$ cat config.mk
export PLATFORM = sky130hd
export DESIGN_NAME = sequenciador_de_pc
export DESIGN_NICKNAME = d
export VERILOG_FILES = /design/src/rtl/sequenciador_de_pc.sv
export SDC_FILE = /design/constraint.sdc
export NUM_CORES = 1
export LEC_CHECK = 0
export CAP_MARGIN = 25
export CORE_AREA = 2 2 95 97
export DETAILED_ROUTE_END_ITERATION = 6
export DIE_AREA = 0 0 97 99
export GPL_TIMING_DRIVEN = 1
export PLACE_DENSITY_LB_ADDON = 0.25
export RECOVER_POWER = 50
export SKIP_LAST_GASP = 1
export SYNTH_ARGS = -nofsm -noshare
export SYNTH_HDL_FRONTEND = slang
export SYNTH_SLANG_ARGS = --single-unit
$ cat constraint.sdc
create_clock -name clock -period 2.2 [get_ports clock]
set_input_delay 0.22 -clock clock [delete_from_list [all_inputs] [get_ports clock]]
set_output_delay 0.22 -clock clock [all_outputs]
set_load 0.01 [all_outputs]
$ cat src/rtl/sequenciador_de_pc.sv
// Next-PC sequencer: picks the value the program counter register loads every posedge,
// covering boot, halt/resume, stall, jump/branch and a single-level interrupt with return.
module sequenciador_de_pc #(
   parameter logic [25:0] VETOR_INT = 26'h0000040,
   parameter logic [25:0] END_BOOT  = 26'h0000000
) (
   input  logic        clock,
   input  logic        pc_reset,
   input  logic [25:0] pc_atual,
   output logic [25:0] endereco,
   input  logic        stall,
   input  logic        jump,
   input  logic [25:0] jump_alvo,
   input  logic        desvio,
   input  logic [25:0] desvio_alvo,
   input  logic        halt,
   input  logic        resume,
   input  logic        irq,
   input  logic        eret,
   output logic        irq_ack,
   output logic [25:0] epc,
   output logic        em_isr,
   output logic        parado
);

   typedef enum logic [1:0] {StBoot, StRun, StHalt} estado_t;

   estado_t     estado_q, estado_d;
   logic [25:0] epc_q, epc_d;
   logic        em_isr_q, em_isr_d;
   logic        parado_q, parado_d;
   logic        irq_ack_q, irq_ack_d;

   logic [25:0] pc_inc;
   logic [25:0] alvo_seq;
   logic        eret_ok;
   logic        irq_ok;

   always_comb begin
      pc_inc  = pc_atual + 26'd1;
      eret_ok = eret & em_isr_q;
      irq_ok  = irq & ~em_isr_q;

      // Target the sequence would take without an interrupt; also the saved return address.
      if (eret_ok)     alvo_seq = epc_q;
      else if (jump)   alvo_seq = jump_alvo;
      else if (desvio) alvo_seq = desvio_alvo;
      else             alvo_seq = pc_inc;

      estado_d  = estado_q;
      epc_d     = epc_q;
      em_isr_d  = em_isr_q;
      parado_d  = parado_q;
      irq_ack_d = 1'b0;
      endereco  = pc_atual;

      case (estado_q)
         StRun: begin
            if (halt) begin
               estado_d = StHalt;
               parado_d = 1'b1;
            end else if (irq_ok && !stall) begin
               endereco  = VETOR_INT;
               epc_d     = alvo_seq;
               em_isr_d  = 1'b1;
               irq_ack_d = 1'b1;
            end else if (!stall) begin
               endereco = alvo_seq;
               if (eret_ok) em_isr_d = 1'b0;
            end
         end
         StHalt: begin
            if (irq_ok) begin
               endereco  = VETOR_INT;
               epc_d     = pc_inc;
               em_isr_d  = 1'b1;
               irq_ack_d = 1'b1;
               parado_d  = 1'b0;
               estado_d  = StRun;
            end else if (resume) begin
               parado_d = 1'b0;
               estado_d = StRun;
            end
         end
         default: begin
            endereco = END_BOOT;
            estado_d = StRun;
         end
      endcase

      if (pc_reset) endereco = END_BOOT;
   end

   always_ff @(posedge clock or posedge pc_reset) begin
      if (pc_reset) begin
         estado_q  <= StBoot;
         epc_q     <= 26'd0;
         em_isr_q  <= 1'b0;
         parado_q  <= 1'b0;
         irq_ack_q <= 1'b0;
      end else begin
         estado_q  <= estado_d;
         epc_q     <= epc_d;
         em_isr_q  <= em_isr_d;
         parado_q  <= parado_d;
         irq_ack_q <= irq_ack_d;
      end
   end

   assign epc     = epc_q;
   assign em_isr  = em_isr_q;
   assign parado  = parado_q;
   assign irq_ack = irq_ack_q;

endmodule

==> results.md, run 1 <==
- Gate count after technology mapping: ~470
- Drt wl/cell: 20.6 microns
- Fin nets: 835
- Syn nets: 556
- R2r setup slk: 0.05 ns
- Worst min path class: primary input to flop
- Tot GR Track Use: 0.350
- Status: finished, violations left
- Grt total ovfl: 0
- CTS Buf Count: 5
- Slew @ Worst Pin: 1.28 ns
- CP delay by family, top: simple AND/OR/NAND/NOR gates
- Vias in the first global route: just over 5,000
- Post-DRT Antenna Nets: 0
- Drt pass-1 iters: 5
- Clk pwr share: 0.089
- Ports: approximately 140
- Unrepaired setup endpoints after global routing: true
- Post-synth EDFFs: 0
- Final Hold Fails: 0
- YS warnings: 0
- Net Sw Frac: 0.451
- Core box area: 8550 sq um
- Final worst slack: -0.220 ns
- Port buffer count: 141
- DP HPWL: 12,300 microns
- Main synth FF type: dfrtp_1
- DR iter-0 viols: 289
- Internal power: 3.03 mW
- Critical path capture point type: output port
- Buf/Inv on CP: 3
- First-pass GRT wire length: 26,900 microns
- Antenna violations before repair: 0
- WP data arrival: 2.20 ns
- Reg power frac: 0.199
- CP Max Fanout: 4
- Post-synthesis average cell area: 7.05 sq um
- Clock tree sinks: 31
- Yosys top cell area share: 0.236
- Crit path cell chain: inv_2 > ha_4 > and2b_2 > buf_6 > nand3_2 > a311oi_1 > nor3_1 > nor3_1 > a31o_2 > buf_6
- Synth area leaders: dfrtp_1, o21ai_0, nand2_1
- Area leader, netlist: dfrtp_1
- Switch Pwr: 2.49 mW
- Core Util, Final: 0.755
- Root Buffer: clkbuf_8
- Critical path class: flop to output port
- CTS tree: done
- Clock transition at path regs: 0.08 ns
- Slowest CP cell: dfrtp_1
- Share of layout cells above drive strength 1: 0.395
- Period Utilization, post-route: 1.10
- Cell Rows: 34
- DRC violations left: 0
- Worst Skew: slightly above 0.008 ns
- Register area share after synthesis: 0.236
- Worst EP required: 1.98 ns
- Count of pins over their slew limit: 0
- Post-synthesis instance area: 3290 sq um
- Crit-path max cell delay: 0.41 ns
- Post-synth cell types: 55
- Via density: approximately 6.0
- CTS Hold Bufs: 0
- Starting Density: 0.384
- Failing checks: setup timing
- CTS Buffer Depth: 2
- Die Footprint: 9600 sq um
- IR drop worst, VDD: 438 uV
- Die width: 97 microns
- Pin count of the biggest net entering global routing: 36
- Post-synthesis register bit count: 31
- Lkg Pwr: 2.82 nW
- PD cells: roughly 860 nW/um^2
- Placer congestion estimate: 0.938
- Combinational share of power: 0.712
- DP Worst Slack: -0.840 ns
- Asr flop ratio synth: 1.00
- Tmin final: 2.42 ns
- Max transition margin: 0.146
- Die H: just under 100 microns
- Startpoint Class: flop
- Antenna Cells: 0
- Total of max-cap violations: 0
- Via count: about 5,000
- Area delta synth->final: 96.3%
- Endpoints failing setup: 25
- Maximum clock frequency: approximately 410 MHz
- H-tree depth: 2
- Routed Wire Length: roughly 18,000 microns
- Worst skew pair latency: 0.30 ns
[timing repair]
action / CTS / global route
cloned: 2 / 1
setup buffers: 21 / 6
gates resized for setup: 221 / 77
setup endpoints to repair: 41 / 44
pin swaps: 43 / 32
[per-stage QoR]
step	cell area [sq um]	setup TNS (ns)	hold slack (ns)	total power, mW	instances
4_1_cts	6250	-1.90	0.332	5.19	848
5_1_grt	6450	-4.36	0.472	5.81	854
2_1_floorplan	3290	0	0.324	2.51	466
6_report	6450	-2.67	0.462	5.53	854
3_5_place_dp	5770	-18.06	0.502	4.42	820
3_3_place_gp	5770	-16.34	0.483	4.37	820
[cell usage in the layout (no fill, tap or decap), types with 7 or more instances in the layout]
cell type,n
o22ai_1,9
buf_2,24
inv_1,7
nor3_1,10
nand2_1,41
o21ai_1,13
and2_4,8
a31oi_1,9
o211ai_1,8
dlygate4sd2_1,16
buf_6,18
a21oi_1,29
nand2_2,10
o21ai_2,11
o21ai_0,25
xnor2_1,13
buf_4,137
nand3_1,10
o21a_1,7
dlygate4sd3_1,14
a211oi_1,7
nand4_1,8
a221oi_1,7
nor2_1,40
clkdlybuf4s50_1,81
dfrtp_1,31
[cell usage after synthesis, drive strengths merged (7+ instances only)]
cell / count
xnor2: 15
clkbuf: 21
o211ai: 8
nor2: 48
o21a: 7
a211oi: 9
nand4: 9
inv: 11
a31oi: 9
nand2: 55
nand3: 17
dfrtp: 31
o22ai: 10
buf: 12
o21ai: 49
and3: 8
nor3: 14
a221oi: 13
and2: 9
a21oi: 36
[cell families after synthesis]
logic type,count (synthesis),synth area share
AOI/OAI and AO/OA,176,0.347
xor gates and xnor gates,21,0.0560
adders and majority gates,3,0.0114
buffers and inverters,45,0.0544
DFF,31,0.236
muxes,7,0.0221
and+or+nand+nor,183,0.273
[area by class of cell]
cell class	count	area, sq um
clock buffers	7	76.3
clock inverters	1	5.00
fillers	657	2100
inverters	12	51.3
multi-input cells	391	2790
flip-flops and latches	31	776
well taps	108	135
repair buffers	304	2620
[routing by layer]
layer | vias up | GRT usage | wire (microns)
met5 | - | 0 | 0
met4 | 0 | 0.130 | 634
met3 | 61 | 0.0447 | 1540
met2 | 329 | 0.595 | 8430
met1 | 2409 | 0.456 | 7010
li1 | 2305 | - | -
[path summary, 6_finish.rpt]
check | startpoint | to | depth (start not counted)
min | pc_atual[0] | epc[0] | 5
max reg2reg | estado_q[1] | epc[3] | 10
max in group asynchronous | pc_reset | epc[12] | 3
min in group asynchronous | pc_reset | estado_q[0] | 3
max | estado_q[1] | endereco[23] | 10
min reg2reg | epc[23] | epc[23] | 2
[registers in the layout (all words and copies together) (netlist names)]
name      cells
irq_ack       1
epc          26
estado_q      2
em_isr        1
parado        1
[tightest hold or removal path, cell delays in order]
cell and delay [ns]:
clkdlybuf4s15_2 0.20, buf_6 0.12, nand2_1 0.06, o21ai_0 0.06
o21ai_0 0.07
[power groups by stage]
stage	combinational, mW	sequential [mW]	clock [mW]
floorplan	1.36	1.15	0
global placement	3.30	1.07	0
detailed placement	3.34	1.08	0
CTS	3.63	1.08	0.482
global route	4.17	1.13	0.509
finish	3.93	1.10	0.491
No activity file was read; power rests on OpenSTA's default activity.
==> inputs of run 2 (changes only) <==
--- a/config.mk
+++ b/config.mk
@@ -5,10 +5,11 @@
 export SDC_FILE = /design/constraint.sdc
 export NUM_CORES = 1
 export LEC_CHECK = 0
+export ABC_CLOCK_PERIOD_IN_PS = 2200
 export CAP_MARGIN = 25
-export CORE_AREA = 2 2 95 97
+export CORE_AREA = 2 2 78 118
 export DETAILED_ROUTE_END_ITERATION = 6
-export DIE_AREA = 0 0 97 99
+export DIE_AREA = 0 0 80 120
 export GPL_TIMING_DRIVEN = 1
 export PLACE_DENSITY_LB_ADDON = 0.25
 export RECOVER_POWER = 50
==> results.md, run 2 (synthesized netlist as in run 1, its figures left out) <==
- Routed Wire Length: about 17,000 microns
- Tot GR Track Use: 0.351
- Starting Density: 0.381
- Worst skew pair latency: 0.29 ns
- WP data arrival: 2.28 ns
- CP delay by family, top: simple AND/OR/NAND/NOR gates
- Cell Rows: 42
- Reg area: 776 sq um
- Buf/Inv on CP: 3
- Fin nets: 837
- Post-DRT Antenna Nets: 0
- Crit-path max cell delay: between 0.4 and 0.5 ns
- Worst Skew: 0.00367 ns
- CTS Hold Bufs: 0
- Die H: 120 microns
- Crit path cell chain: ha_4 > and2b_2 > buf_6 > buf_6 > nand3_4 > a311oi_2 > nor3_2 > nand2b_1 > a31o_2 > buf_6
- Startpoint Class: flop
- DR iter-0 viols: 415
- Commonest non-fill, non-tap cell in the layout: buf_4
- Critical path class: flop to output port
- CTS tree: done
- CTS Buf Count: 5
- Footprint of the multi-input gates: 2700 sq um
- H-tree depth: 2
- CP Max Fanout: 4
- Tmin final: between 2 and 2.5 ns
- Die Footprint: 9600 sq um
- Period Utilization, post-route: 1.14
- Via count: 5,151
- Via density: 6.00
- Share of layout cells above drive strength 1: 0.361
- Clock tree sinks: 31
- Antenna Cells: 0
- IR drop worst, VDD: 541 uV
- Grt total ovfl: 0
- Worst min path class: flop to flop
- Unrepaired setup endpoints after global routing: true
- Final instance area: between 6000 and 7000 sq um
- Critical path capture point type: output port
- Clock transition at path regs: approximately 0.06 ns
- Root Buffer: clkbuf_16
- Pin count of the biggest net entering global routing: 36
- # fillers: 707
- Final Hold Fails: 0
- Failing checks: setup timing
- Lkg Pwr: 2.81 nW
- Drt pass-1 iters: 6
- Total of max-cap violations: 0
- Die width: 80 microns
- Slowest CP cell: dfrtp_1
- Max transition margin: 0.189
- Vias in the first global route: 5,208
- Count of pins over their slew limit: 0
- Placer congestion estimate: 0.989
- Ports: between 100 and 150
- CTS Buffer Depth: 2
- Design Power: between 5 and 6 mW
- Commonest cells after routing, fill and taps aside: buf_4, clkdlybuf4s50_1, nand2_1
- Status: finished, violations left
- Area delta synth->final: 95.6%
- DRC violations left: 0
- Top cell by count, worst path: buf_6
- Slew @ Worst Pin: 1.22 ns
- PD cells: 874 nW/um^2
- Placement Cell Area: 5760 sq um
- Worst EP required: 1.98 ns
- First-pass GRT wire length: 26,100 microns
- Max reg flops: 26
- Drt wl/cell: between 15 and 20 microns
- Antenna violations before repair: 0
- Core box area: 8620 sq um
- DP HPWL: 12,500 microns
- Final worst slack: -0.297 ns
- Endpoints failing setup: 25
- Port buffer count: 141
- Maximum clock frequency: around 400 MHz
-- run 2: cell types whose count changed in the layout (fill, tap and decap cells not counted), moves of 4 or more --
cell / change
nand2_1: +7
and2_4: -4
o21ai_2: -10
dlygate4sd3_1: -5
clkbuf_16: +4
nand2_2: -4
nor3_1: -4
clkdlybuf4s50_1: +12
o21ai_0: +10
buf_6: -5
clkbuf_8: -5
buf_4: +9
-- run 2: stage by stage --
stage	cells	util	hold WS (ns)	worst slack [ns]	TNS (ns)
2_1_floorplan	466	-	0.324	0.0650	0
3_3_place_gp	822	0.669	0.492	-0.822	-16.52
3_5_place_dp	822	0.669	0.502	-0.858	-17.78
4_1_cts	851	0.733	0.361	-0.201	-3.35
5_1_grt	858	0.746	0.532	-0.340	-5.07
6_report	858	0.746	0.500	-0.297	-3.91
-- run 2: final cells by class --
cell class                 count  share of cell area
multi-input combinational    390               0.420
clock inverter                 1            0.000778
clock buffer                   7              0.0206
inverter                      12             0.00759
sequential                    31               0.121
tap                          110              0.0214
timing repair buffer         307               0.409
-- run 2: path summary, 6_finish.rpt --
check / start / to / slack (ns) / depth (start not counted)
setup reg to reg: estado_q[1] / epc[7] / 0.07 / 9
setup / recovery: estado_q[0] / endereco[23] / -0.30 / 10
max in group asynchronous: pc_reset / epc[9] / 0.59 / 3
hold / removal: epc[8] / epc[8] / 0.50 / 2
hold reg to reg: epc[8] / epc[8] / 0.50 / 2
min in group asynchronous: pc_reset / parado / 0.75 / 3
-- run 2: where the power goes --
group / leakage (nW) / internal [mW] / switching [mW] / total, mW
clock network: 0.0679 / 0.419 / 0.281 / 0.700
registers: 0.371 / 0.840 / 0.227 / 1.07
logic: 2.37 / 1.97 / 1.89 / 3.85
-- run 2: layer usage --
layer | vias up | GRT usage | wire length (microns)
li1 | 2303 | - | -
met4 | 0 | 0.177 | 847
met3 | 76 | 0.0511 | 1390
met1 | 2436 | 0.416 | 6320
met2 | 336 | 0.604 | 8490
met5 | - | 0 | 0
-- run 2: worst reg2reg max path, delay by kind of cell, from the launching register on --
| family | cells | cell delay (ns) |
|---|---|---|
| buffers and inverters | 4 | 0.62 |
| DFF | 1 | 0.39 |
| and+or+nand+nor | 2 | 0.39 |
| muxes | 1 | 0.29 |
| AOI/OAI and AO/OA | 1 | 0.16 |
| adders and majority gates | 1 | 0.15 |
-- run 2: timing repair --
action / CTS / global route
setup buffers: 21 / 6
pin swaps: 41 / 19
gates resized for setup: 194 / 35
gates cloned: 0 / 1
endpoints found under the setup margin: 43 / 40
